**src/rtl/ped_crossing_ctrl_if.sv**
```systemverilog
// Signal bundle between the traffic light controller side and the pedestrian stage.
// The remaining port exists only when PED_COUNTDOWN_EN is defined.
interface ped_crossing_ctrl_if #(
    parameter int CNT_W = 8
);
    logic [2:0]       light;
    logic             ped_req;
    logic             walk;
    logic             dont_walk;
    logic             req_pending;
    logic             fault;
`ifdef PED_COUNTDOWN_EN
    logic [CNT_W-1:0] remaining;
`endif

    modport master (
        output light,
        output ped_req,
        input  walk,
        input  dont_walk,
        input  req_pending,
`ifdef PED_COUNTDOWN_EN
        input  remaining,
`endif
        input  fault
    );

    modport slave (
        input  light,
        input  ped_req,
        output walk,
        output dont_walk,
        output req_pending,
`ifdef PED_COUNTDOWN_EN
        output remaining,
`endif
        output fault
    );
endinterface

```
**src/rtl/ped_crossing_ctrl.sv**
```systemverilog
// Pedestrian WALK / flashing clearance sequencer keyed off the vehicle light's red entry.
// Optional countdown output is enabled with PED_COUNTDOWN_EN.
//
// state   | meaning
// --------+-----------------------------------------------------------
// S_IDLE  | don't-walk steady, waiting for red entry with request
// S_WALK  | walk lamp on for WALK_CYCLES cycles
// S_CLEAR | walk off, don't-walk flashing for CLEAR_CYCLES cycles
module ped_crossing_ctrl #(
    parameter int WALK_CYCLES  = 16,
    parameter int CLEAR_CYCLES = 8,
    parameter int FLASH_HALF   = 2,
    parameter int CNT_W        = 8
) (
    input  logic                clk,
    input  logic                reset,
    ped_crossing_ctrl_if.slave  bus
);
    localparam logic [2:0] RED = 3'b100;

    typedef enum logic [1:0] {
        S_IDLE  = 2'd0,
        S_WALK  = 2'd1,
        S_CLEAR = 2'd2
    } state_t;

    state_t           state_q, state_d;
    logic [CNT_W-1:0] cnt_q, cnt_d;
    logic [CNT_W-1:0] flash_q, flash_d;
    logic [2:0]       light_q;
    logic             walk_q, walk_d;
    logic             dont_walk_q, dont_walk_d;
    logic             pend_q, pend_d;
    logic             fault_q, fault_d;
`ifdef PED_COUNTDOWN_EN
    logic [CNT_W-1:0] rem_q, rem_d;
`endif

    logic is_red, legal, red_entry, abort;

    assign is_red    = (bus.light == RED);
    assign legal     = $onehot(bus.light);
    assign red_entry = is_red && (light_q != RED);
    assign abort     = (state_q != S_IDLE) && !is_red;

    always_ff @(posedge clk or posedge reset) begin
        if (reset) begin
            state_q     <= S_IDLE;
            cnt_q       <= '0;
            flash_q     <= '0;
            light_q     <= RED;
            walk_q      <= 1'b0;
            dont_walk_q <= 1'b1;
            pend_q      <= 1'b0;
            fault_q     <= 1'b0;
`ifdef PED_COUNTDOWN_EN
            rem_q       <= '0;
`endif
        end else begin
            state_q     <= state_d;
            cnt_q       <= cnt_d;
            flash_q     <= flash_d;
            light_q     <= bus.light;
            walk_q      <= walk_d;
            dont_walk_q <= dont_walk_d;
            pend_q      <= pend_d;
            fault_q     <= fault_d;
`ifdef PED_COUNTDOWN_EN
            rem_q       <= rem_d;
`endif
        end
    end

    always_comb begin
        state_d     = state_q;
        cnt_d       = cnt_q;
        flash_d     = flash_q;
        walk_d      = 1'b0;
        dont_walk_d = 1'b1;
        pend_d      = pend_q;
        fault_d     = !legal || abort;

        if ((state_q != S_WALK) && bus.ped_req)
            pend_d = 1'b1;

        case (state_q)
            S_IDLE: begin
                if (red_entry && (pend_q || bus.ped_req)) begin
                    state_d     = S_WALK;
                    cnt_d       = CNT_W'(WALK_CYCLES - 1);
                    walk_d      = 1'b1;
                    dont_walk_d = 1'b0;
                    pend_d      = 1'b0;
                end
            end
            S_WALK: begin
                if (abort) begin
                    state_d = S_IDLE;
                    cnt_d   = '0;
                end else if (cnt_q == '0) begin
                    state_d = S_CLEAR;
                    cnt_d   = CNT_W'(CLEAR_CYCLES - 1);
                    flash_d = CNT_W'(FLASH_HALF - 1);
                end else begin
                    cnt_d       = cnt_q - CNT_W'(1);
                    walk_d      = 1'b1;
                    dont_walk_d = 1'b0;
                end
            end
            S_CLEAR: begin
                if (abort || (cnt_q == '0)) begin
                    state_d = S_IDLE;
                    cnt_d   = '0;
                    flash_d = '0;
                end else begin
                    cnt_d = cnt_q - CNT_W'(1);
                    // dont_walk_q is the flash phase itself; toggle at each half-period end
                    if (flash_q == '0) begin
                        dont_walk_d = !dont_walk_q;
                        flash_d     = CNT_W'(FLASH_HALF - 1);
                    end else begin
                        dont_walk_d = dont_walk_q;
                        flash_d     = flash_q - CNT_W'(1);
                    end
                end
            end
            default: begin
                state_d = S_IDLE;
                cnt_d   = '0;
                flash_d = '0;
            end
        endcase
    end

`ifdef PED_COUNTDOWN_EN
    always_comb begin
        rem_d = '0;
        if (state_d != S_IDLE)
            rem_d = cnt_d + CNT_W'(1);
    end
    assign bus.remaining = rem_q;
`endif

    assign bus.walk        = walk_q;
    assign bus.dont_walk   = dont_walk_q;
    assign bus.req_pending = pend_q;
    assign bus.fault       = fault_q;
endmodule

```
**src/flat_wrapper.sv**
```systemverilog
// flat-port wrapper written by rule: the top's interface ports become plain ports
module ped_crossing_ctrl_flat 
#(
    parameter int WALK_CYCLES  = 16,
    parameter int CLEAR_CYCLES = 8,
    parameter int FLASH_HALF   = 2,
    parameter int CNT_W        = 8
)
  (clk, reset, bus_light, bus_ped_req, bus_walk, bus_dont_walk, bus_req_pending, bus_fault);
  ped_crossing_ctrl_if #(.CNT_W(CNT_W)) bus_i ();
  input  logic clk;
  input  logic reset;
  input wire logic [$bits(bus_i.light)-1:0] bus_light;
  input wire logic [$bits(bus_i.ped_req)-1:0] bus_ped_req;
  output wire logic [$bits(bus_i.walk)-1:0] bus_walk;
  output wire logic [$bits(bus_i.dont_walk)-1:0] bus_dont_walk;
  output wire logic [$bits(bus_i.req_pending)-1:0] bus_req_pending;
  output wire logic [$bits(bus_i.fault)-1:0] bus_fault;
  assign bus_i.light = bus_light;
  assign bus_i.ped_req = bus_ped_req;
  assign bus_walk = bus_i.walk;
  assign bus_dont_walk = bus_i.dont_walk;
  assign bus_req_pending = bus_i.req_pending;
  assign bus_fault = bus_i.fault;
  ped_crossing_ctrl #(.WALK_CYCLES(WALK_CYCLES), .CLEAR_CYCLES(CLEAR_CYCLES), .FLASH_HALF(FLASH_HALF), .CNT_W(CNT_W)) u_core (.clk(clk), .reset(reset), .bus(bus_i));
endmodule
```
**config.mk**
```make
export PLATFORM = sky130hd
export DESIGN_NAME = ped_crossing_ctrl_flat
export DESIGN_NICKNAME = d
export VERILOG_FILES = /design/src/rtl/ped_crossing_ctrl_if.sv /design/src/rtl/ped_crossing_ctrl.sv /design/src/flat_wrapper.sv
export SDC_FILE = /design/constraint.sdc
export NUM_CORES = 1
export LEC_CHECK = 0
export CORE_ASPECT_RATIO = 0.5
export CORE_MARGIN = 1.5
export CORE_UTILIZATION = 41
export CTS_CLUSTER_SIZE = 30
export DETAILED_ROUTE_END_ITERATION = 16
export SLEW_MARGIN = 20
export SYNTH_ARGS = -nofsm -noshare
export SYNTH_HDL_FRONTEND = slang
export SYNTH_SLANG_ARGS = --single-unit
```
**constraint.sdc**
```tcl
create_clock -name clk -period 2.78 [get_ports clk]
set_input_delay 0.278 -clock clk [delete_from_list [all_inputs] [get_ports clk]]
set_output_delay 0.278 -clock clk [all_outputs]
set_load 0.01 [all_outputs]
```
==> results of run 1 <==
==> metrics by stage <==
stage,hold slack (ns),utilization (%),cells,worst slack (ns)
2_1_floorplan,0.282,-,157,0.820
3_3_place_gp,0.489,49.5,220,0.391
3_5_place_dp,0.488,49.5,220,0.337
4_1_cts,0.361,50.8,224,0.586
5_1_grt,0.394,50.8,224,0.427
6_report,0.348,50.8,224,0.565
==> power by group through the flow <==
stage	Sequential (mW)	Clock [mW]	Combinational (mW)
2_1_floorplan	0.540	0	0.726
3_3_place_gp	0.548	0	1.02
3_5_place_dp	0.550	0	1.02
4_1_cts	0.544	0.229	1.03
5_1_grt	0.559	0.243	1.14
6_report	0.544	0.220	1.03
==> synth_stat cells (2+ instances only) <==
cell type	n	area, um2
sky130_fd_sc_hd__a31oi_1	3	18.8
sky130_fd_sc_hd__clkbuf_1	4	15.0
sky130_fd_sc_hd__nor4b_1	2	17.5
sky130_fd_sc_hd__a211oi_1	2	15.0
sky130_fd_sc_hd__or3b_2	2	17.5
sky130_fd_sc_hd__ha_1	8	100
sky130_fd_sc_hd__nor4_1	3	18.8
sky130_fd_sc_hd__nor3b_1	3	22.5
sky130_fd_sc_hd__a21o_1	2	15.0
sky130_fd_sc_hd__o2111a_1	2	22.5
sky130_fd_sc_hd__inv_1	15	56.3
sky130_fd_sc_hd__nand2b_1	2	12.5
sky130_fd_sc_hd__dfstp_2	2	52.6
sky130_fd_sc_hd__nor3_1	9	45.0
sky130_fd_sc_hd__or4_1	3	22.5
sky130_fd_sc_hd__a221o_1	3	30.0
sky130_fd_sc_hd__nor2_1	8	30.0
sky130_fd_sc_hd__o31ai_1	7	52.6
sky130_fd_sc_hd__o21ai_0	8	40.0
sky130_fd_sc_hd__a22o_1	4	35.0
sky130_fd_sc_hd__a21oi_1	5	25.0
sky130_fd_sc_hd__nand2_1	5	18.8
sky130_fd_sc_hd__or3_1	3	18.8
sky130_fd_sc_hd__dfrtp_1	23	576
==> layer usage <==
metal,routed length (um),global-route usage [%],vias to the layer above
li1,-,-,630
met1,1680,23.5,628
met2,1420,26.1,22
met3,129,3.96,0
met4,0,3.81,0
met5,0,0,-
==> flip-flops by register name, summed over array words and instances, names as in the netlist <==
signal and cells:
u_core.light_q 3, u_core.cnt_q 8, u_core.bus.dont_walk 1, u_core.flash_q 8, u_core.state_q 2, u_core.bus.req_pending 1
u_core.bus.fault 1, u_core.bus.walk 1
==> worst max-delay path by stage <==
stage | from | to | slack, ns | depth (start not counted)
after global routing | u_core.cnt_q[0] | u_core.flash_q[3] | 0.43 | 6
after floorplan | u_core.cnt_q[0] | u_core.flash_q[3] | 0.82 | 7
final | u_core.cnt_q[0] | u_core.flash_q[3] | 0.57 | 6
after CTS | u_core.cnt_q[0] | u_core.flash_q[3] | 0.59 | 6
after global placement | bus_light[2] | u_core.cnt_q[7] | 0.39 | 5
after detailed placement | bus_light[2] | u_core.cnt_q[7] | 0.34 | 5
==> critical path: stages (launching register included) <==
cell and delay (ns):
sky130_fd_sc_hd__dfrtp_1 0.42, sky130_fd_sc_hd__inv_1 0.07, sky130_fd_sc_hd__ha_1 0.16, sky130_fd_sc_hd__or3b_1 0.49, sky130_fd_sc_hd__o221ai_2 0.47, sky130_fd_sc_hd__nor3_2 0.17, sky130_fd_sc_hd__a221o_1 0.32
==> cells by family (layout without fill, tap and decap cells) <==
family / count (synthesis) / after routing / share of synthesized area, %
muxes: 2 / 2 / 1.37
and+or+nand+nor: 50 / 50 / 20.2
DFF: 25 / 25 / 40.5
AOI/OAI and AO/OA: 50 / 50 / 25.0
adders and majority gates: 9 / 9 / 7.75
buffers and inverters: 21 / 37 / 5.17
==> area by class of cell <==
| type | instances | area share [%] |
|---|---|---|
| Inverter | 15 | 3.14 |
| Tap cell | 51 | 3.56 |
| Timing Repair Buffer | 18 | 8.80 |
| Clock buffer | 4 | 2.51 |
| Sequential cell | 25 | 35.1 |
| Multi-Input combinational cell | 111 | 46.9 |
==> Implementation_results.wiki, run 1 <==
{| class="wikitable"
! Metric !! Value
|-
| Result of the run || completed
|-
| Final Net Count || 189
|-
| HPWL Detailed || 2.39 mm
|-
| First-pass iteration count of the detailed router || 4
|-
| Vias per std cell || 5.71
|-
| Congestion Overflow GR || 0
|-
| Area of the mapped netlist || 0.00155 mm2
|-
| Detailed Route Iter0 Violations || 100
|-
| I/O pin count || 10
|-
| Clock skew after layout || 0.00204 ns
|-
| Largest net degree at the start of global routing || 26
|-
| Worst reg-to-reg path cell count || 6
|-
| Hold Buf Count CTS || 0
|-
| Number of antenna violations at the first check in global routing || 0
|-
| Die boundary width || 89.9 um
|-
| Filler cell count || 346
|-
| Setup-violating endpoint count in the final report || 0
|-
| Number of setup buffers added after CTS || 0
|-
| Total power per unit cell area || 1000 mW/mm2
|-
| Number of hold-slack violations in the final timing report || 0
|-
| PostCTS Resize Cnt || 0
|-
| Aggregate global-route resource usage || 16.6%
|-
| Clk buf depth || 2
|-
| Placeable core area || 0.00353 mm2
|-
| Min cycle time layout || 2.21 ns
|-
| # DRC || 0
|-
| Slew HR || 66.7%
|-
| Post-DP Area || 0.00175 mm2
|-
| Distinct cells, synth || 53
|-
| Clock tree from TritonCTS || done
|-
| WL per Instance || 14.4 um
|-
| Share of final-layout standard cells stronger than drive strength 1 || 14.5%
|-
| CTS Root Buffer Type || sky130_fd_sc_hd__clkbuf_8
|-
| Power Internal || 1.02 mW
|-
| IR Drop Worst-Case VDD || 0.339 mV
|-
| Classification of the worst setup path || reg -> reg
|-
| Largest fanout of any net on the critical path || 9
|-
| Part of the power in registers || 30.2%
|-
| Number of buffers inserted during clock tree synthesis || 3
|-
| Vertical die dimension || 46.5 um
|-
| Switching Share || 43.5%
|-
| Clock slew seen by the registers of the worst setup and hold paths || 0.09 ns
|-
| Initial core utilization || 43.9%
|-
| Leading cell type in the layout, fill and taps excluded || sky130_fd_sc_hd__dfrtp_1
|-
| Diode insertion count for antenna repair || 0
|-
| Worst reg2reg path endpoint || u_core.flash_q[3]
|-
| Total number of H-tree levels || 1
|-
| Count of max-cap constraint violations || 0
|-
| Power share of the clock group || 12.2%
|-
| Crit path capture type || flop
|-
| Slack of the worst reg-to-reg path || 0.57 ns
|-
| Total detailed-routing wirelength || 3.23 mm
|-
| Top flip-flop cell by instance count after synthesis || sky130_fd_sc_hd__dfrtp_1
|-
| Antenna violation net count after detailed routing || 0
|-
| Number of placement rows || 15
|-
| Reg-to-reg critical path startpoint || u_core.cnt_q[0]
|-
| Post-Synthesis Cells || 157
|-
| Post-Layout Inst Area || 0.00179 mm2
|-
| Average size of a mapped cell || 9.87 um2
|-
| Tightest Hold Check Type || in -> async
|-
| TritonCTS sink count || 25
|-
| Post-Route Setup TNS || 0 ns
|-
| Reg area || 628 um2
|-
| Final clock period utilization by the worst path || 79.7%
|-
| Tot Pwr || 1.80 mW
|-
| Routability congestion estimate || 0.873
|-
| Actual slew at the worst max-slew pin || 0.500 ns
|-
| Critical path required time || 2.94 ns
|-
| Clk_lat worst skew || 0.27 ns
|-
| Number of synthesis warnings || 0
|-
| Number of enable-type register cells in the synthesized netlist || 0
|-
| Number of global-route vias before repair || 1122
|-
| Global-route wire length before repair || 5.34 mm
|-
| Area of the die || 0.00418 mm2
|-
| Area Overhead vs Synth || 15.7%
|-
| Max frequency || 452 MHz
|-
| Synthesis-stage register bit count || 25
|-
| Total net switching power || 781 uW
|-
| RSZ-0062 raised after global routing || false
|-
| Fraction of the yosys area taken by sequential cells || 40.5%
|-
| Commonest non-fill, non-tap cells in the layout || 23 x sky130_fd_sc_hd__dfrtp_1, 15 x sky130_fd_sc_hd__inv_1, 9 x sky130_fd_sc_hd__nor3_1, 9 x sky130_fd_sc_hd__clkdlybuf4s50_1, 9 x sky130_fd_sc_hd__buf_4
|-
| Async set-reset flop share out of synthesis || 100%
|-
| Leakage power total || 0.770 nW
|-
| Part of the power in combinational logic || 57.5%
|-
| Startpoint kind of the worst setup timing path || flop
|-
| IO buf count || 9
|-
| Via count || 1280
|-
| Area of the multi-input gates || 841 um2
|-
| Post-synthesis net count || 172
|-
| Arrival @ worst endpoint || 2.37 ns
|-
| Pins over their slew limit || 0
|}
No activity file was read; power rests on OpenSTA's default activity.
==> run 2: changes to the inputs <==
Clock period 2.78 ns to 2.3 ns, I/O delays scaled along.
==> Implementation_results.wiki, run 2 (synthesis results as in run 1) <==
{| class="wikitable"
! Metric !! Value
|-
| Congestion Overflow GR || 0 (unchanged)
|-
| Final Net Count || 197 (was 189)
|-
| Largest fanout of any net on the critical path || 6 (was 9)
|-
| Global-route wire length before repair || 5.55 mm (was 5.34 mm)
|-
| Placeable core area || 0.00353 mm2 (unchanged)
|-
| First-pass iteration count of the detailed router || 4 (unchanged)
|-
| Startpoint kind of the worst setup timing path || flop (unchanged)
|-
| Area Overhead vs Synth || 20.0% (was 15.7%)
|-
| Tot Pwr || 2.27 mW (was 1.80 mW)
|-
| Diode insertion count for antenna repair || 0 (unchanged)
|-
| I/O pin count || 10 (unchanged)
|-
| Min setup slack post-route || 0.175 ns (was 0.565 ns)
|-
| Crit path capture type || flop (unchanged)
|-
| IO buf count || 9 (unchanged)
|-
| Via count || 1340 (was 1280)
|-
| Vias per std cell || 5.78 (was 5.71)
|-
| Total power per unit cell area || 1220 mW/mm2 (was 1000 mW/mm2)
|-
| Post-Route Setup TNS || 0 ns (unchanged)
|-
| Min cycle time layout || 2.12 ns (was 2.21 ns)
|-
| Slew HR || 46.9% (was 66.7%)
|-
| WL per Instance || 15.3 um (was 14.4 um)
|-
| Share of final-layout standard cells stronger than drive strength 1 || 18.8% (was 14.5%)
|-
| Clock slew seen by the registers of the worst setup and hold paths || 0.09 ns (about the same)
|-
| Leading cell type in the layout, fill and taps excluded || sky130_fd_sc_hd__dfrtp_1 (unchanged)
|-
| PostCTS Resize Cnt || 0 (unchanged)
|-
| Number of buffers inserted during clock tree synthesis || 3 (unchanged)
|-
| Tightest Hold Check Type || in -> async (unchanged)
|-
| # DRC || 0 (unchanged)
|-
| CTS Root Buffer Type || sky130_fd_sc_hd__clkbuf_8 (unchanged)
|-
| Die boundary width || 89.9 um (unchanged)
|-
| IR Drop Worst-Case VDD || 0.392 mV (was 0.339 mV)
|-
| Leakage power total || 0.810 nW (was 0.770 nW)
|-
| Detailed Route Iter0 Violations || 115 (was 100)
|-
| Result of the run || completed (unchanged)
|-
| Actual slew at the worst max-slew pin || 0.796 ns (was 0.500 ns)
|-
| Arrival @ worst endpoint || 2.29 ns (was 2.37 ns)
|-
| Clk_lat worst skew || 0.27 ns (about the same)
|-
| Initial core utilization || 43.9% (unchanged)
|-
| Clk buf depth || 2 (unchanged)
|-
| Largest net degree at the start of global routing || 20 (was 26)
|-
| Clock tree from TritonCTS || done (unchanged)
|-
| Clock skew after layout || 0.00215 ns (was 0.00204 ns)
|-
| Registers with the most flip-flops || u_core.cnt_q x8, u_core.flash_q x8, u_core.light_q x3 (unchanged)
|-
| Vertical die dimension || 46.5 um (unchanged)
|-
| Area of the die || 0.00418 mm2 (unchanged)
|-
| Total number of H-tree levels || 1 (unchanged)
|-
| Classification of the worst setup path || reg -> reg (unchanged)
|-
| Hold Buf Count CTS || 0 (unchanged)
|-
| Number of setup buffers added after CTS || 0 (unchanged)
|-
| Routability congestion estimate || 0.865 (was 0.873)
|-
| RSZ-0062 raised after global routing || false (unchanged)
|-
| Total detailed-routing wirelength || 3.56 mm (was 3.23 mm)
|-
| Commonest non-fill, non-tap cells in the layout || 23 x sky130_fd_sc_hd__dfrtp_1, 17 x sky130_fd_sc_hd__buf_4, 15 x sky130_fd_sc_hd__inv_1 (was 23 x sky130_fd_sc_hd__dfrtp_1, 15 x sky130_fd_sc_hd__inv_1, 9 x sky130_fd_sc_hd__nor3_1, 9 x sky130_fd_sc_hd__clkdlybuf4s50_1, 9 x sky130_fd_sc_hd__buf_4)
|-
| Number of antenna violations at the first check in global routing || 0 (unchanged)
|-
| Number of global-route vias before repair || 1158 (was 1122)
|-
| Aggregate global-route resource usage || 17.6% (was 16.6%)
|-
| Count of max-cap constraint violations || 0 (unchanged)
|-
| Max frequency || 471 MHz (was 452 MHz)
|-
| TritonCTS sink count || 25 (unchanged)
|-
| Final clock period utilization by the worst path || 92.4% (was 79.7%)
|-
| Place WS || 0.0158 ns (was 0.337 ns)
|-
| Pins over their slew limit || 0 (unchanged)
|-
| HPWL Detailed || 2.61 mm (was 2.39 mm)
|-
| Antenna violation net count after detailed routing || 0 (unchanged)
|-
| Number of hold-slack violations in the final timing report || 0 (unchanged)
|-
| Setup-violating endpoint count in the final report || 0 (unchanged)
|-
| Critical path required time || 2.46 ns (was 2.94 ns)
|-
| Number of placement rows || 15 (unchanged)
|}
-- run 2: area by class of cell --
type	instances	area, um2
Clock buffer	4	45.0
Fill cell	344	1670
Inverter	15	56.3
Multi-Input combinational cell	111	847
Sequential cell	25	628
Tap cell	51	63.8
Timing Repair Buffer	26	218
-- run 2: stage by stage --
| step | hold WS, ns | util, % | cells | instance area [um2] |
|---|---|---|---|---|
| final | 0.398 | 52.7 | 232 | 1860 |
| after CTS | 0.414 | 52.5 | 232 | 1850 |
| after detailed placement | 0.486 | 51.2 | 228 | 1810 |
| after global placement | 0.485 | 51.2 | 228 | 1810 |
| after global routing | 0.478 | 52.7 | 232 | 1860 |
| after floorplan | 0.234 | - | 157 | 1550 |
-- run 2: path summary, 6_finish.rpt --
kind | slack [ns] | cells past startpoint | to | startpoint
min in group clk | 0.51 | 1 | u_core.light_q[0] | bus_light[0]
max in group asynchronous | 1.34 | 3 | u_core.cnt_q[0] | reset
hold / removal | 0.40 | 2 | u_core.flash_q[4] | reset
setup / recovery | 0.18 | 8 | u_core.flash_q[3] | u_core.state_q[0]
setup reg to reg | 0.18 | 8 | u_core.flash_q[3] | u_core.state_q[0]
hold reg to reg | 0.51 | 1 | u_core.flash_q[6] | u_core.flash_q[6]
-- run 2: worst max-delay path, cell delays in order (launching register included) --
cell	delay, ns
sky130_fd_sc_hd__dfrtp_1	0.42
sky130_fd_sc_hd__inv_1	0.12
sky130_fd_sc_hd__ha_1	0.30
sky130_fd_sc_hd__nor4b_2	0.08
sky130_fd_sc_hd__buf_4	0.15
sky130_fd_sc_hd__a31oi_1	0.37
sky130_fd_sc_hd__nor3_2	0.10
sky130_fd_sc_hd__buf_4	0.17
sky130_fd_sc_hd__a221o_1	0.29
-- run 2: layer usage --
metal  part of all wire, %  GRT usage (%)  wire (um)
met5                     0              0          0
met4                  0.76           5.71         27
met3                   4.4           4.29        158
met2                    44           27.3       1550
met1                    51           24.5       1820
-- run 2: report_power, final --
group	switching, mW	internal, mW	total (mW)	leakage (nW)
combinational	0.733	0.604	1.34	0.468
clock	0.146	0.124	0.271	0.0228
sequential	0.104	0.557	0.661	0.319
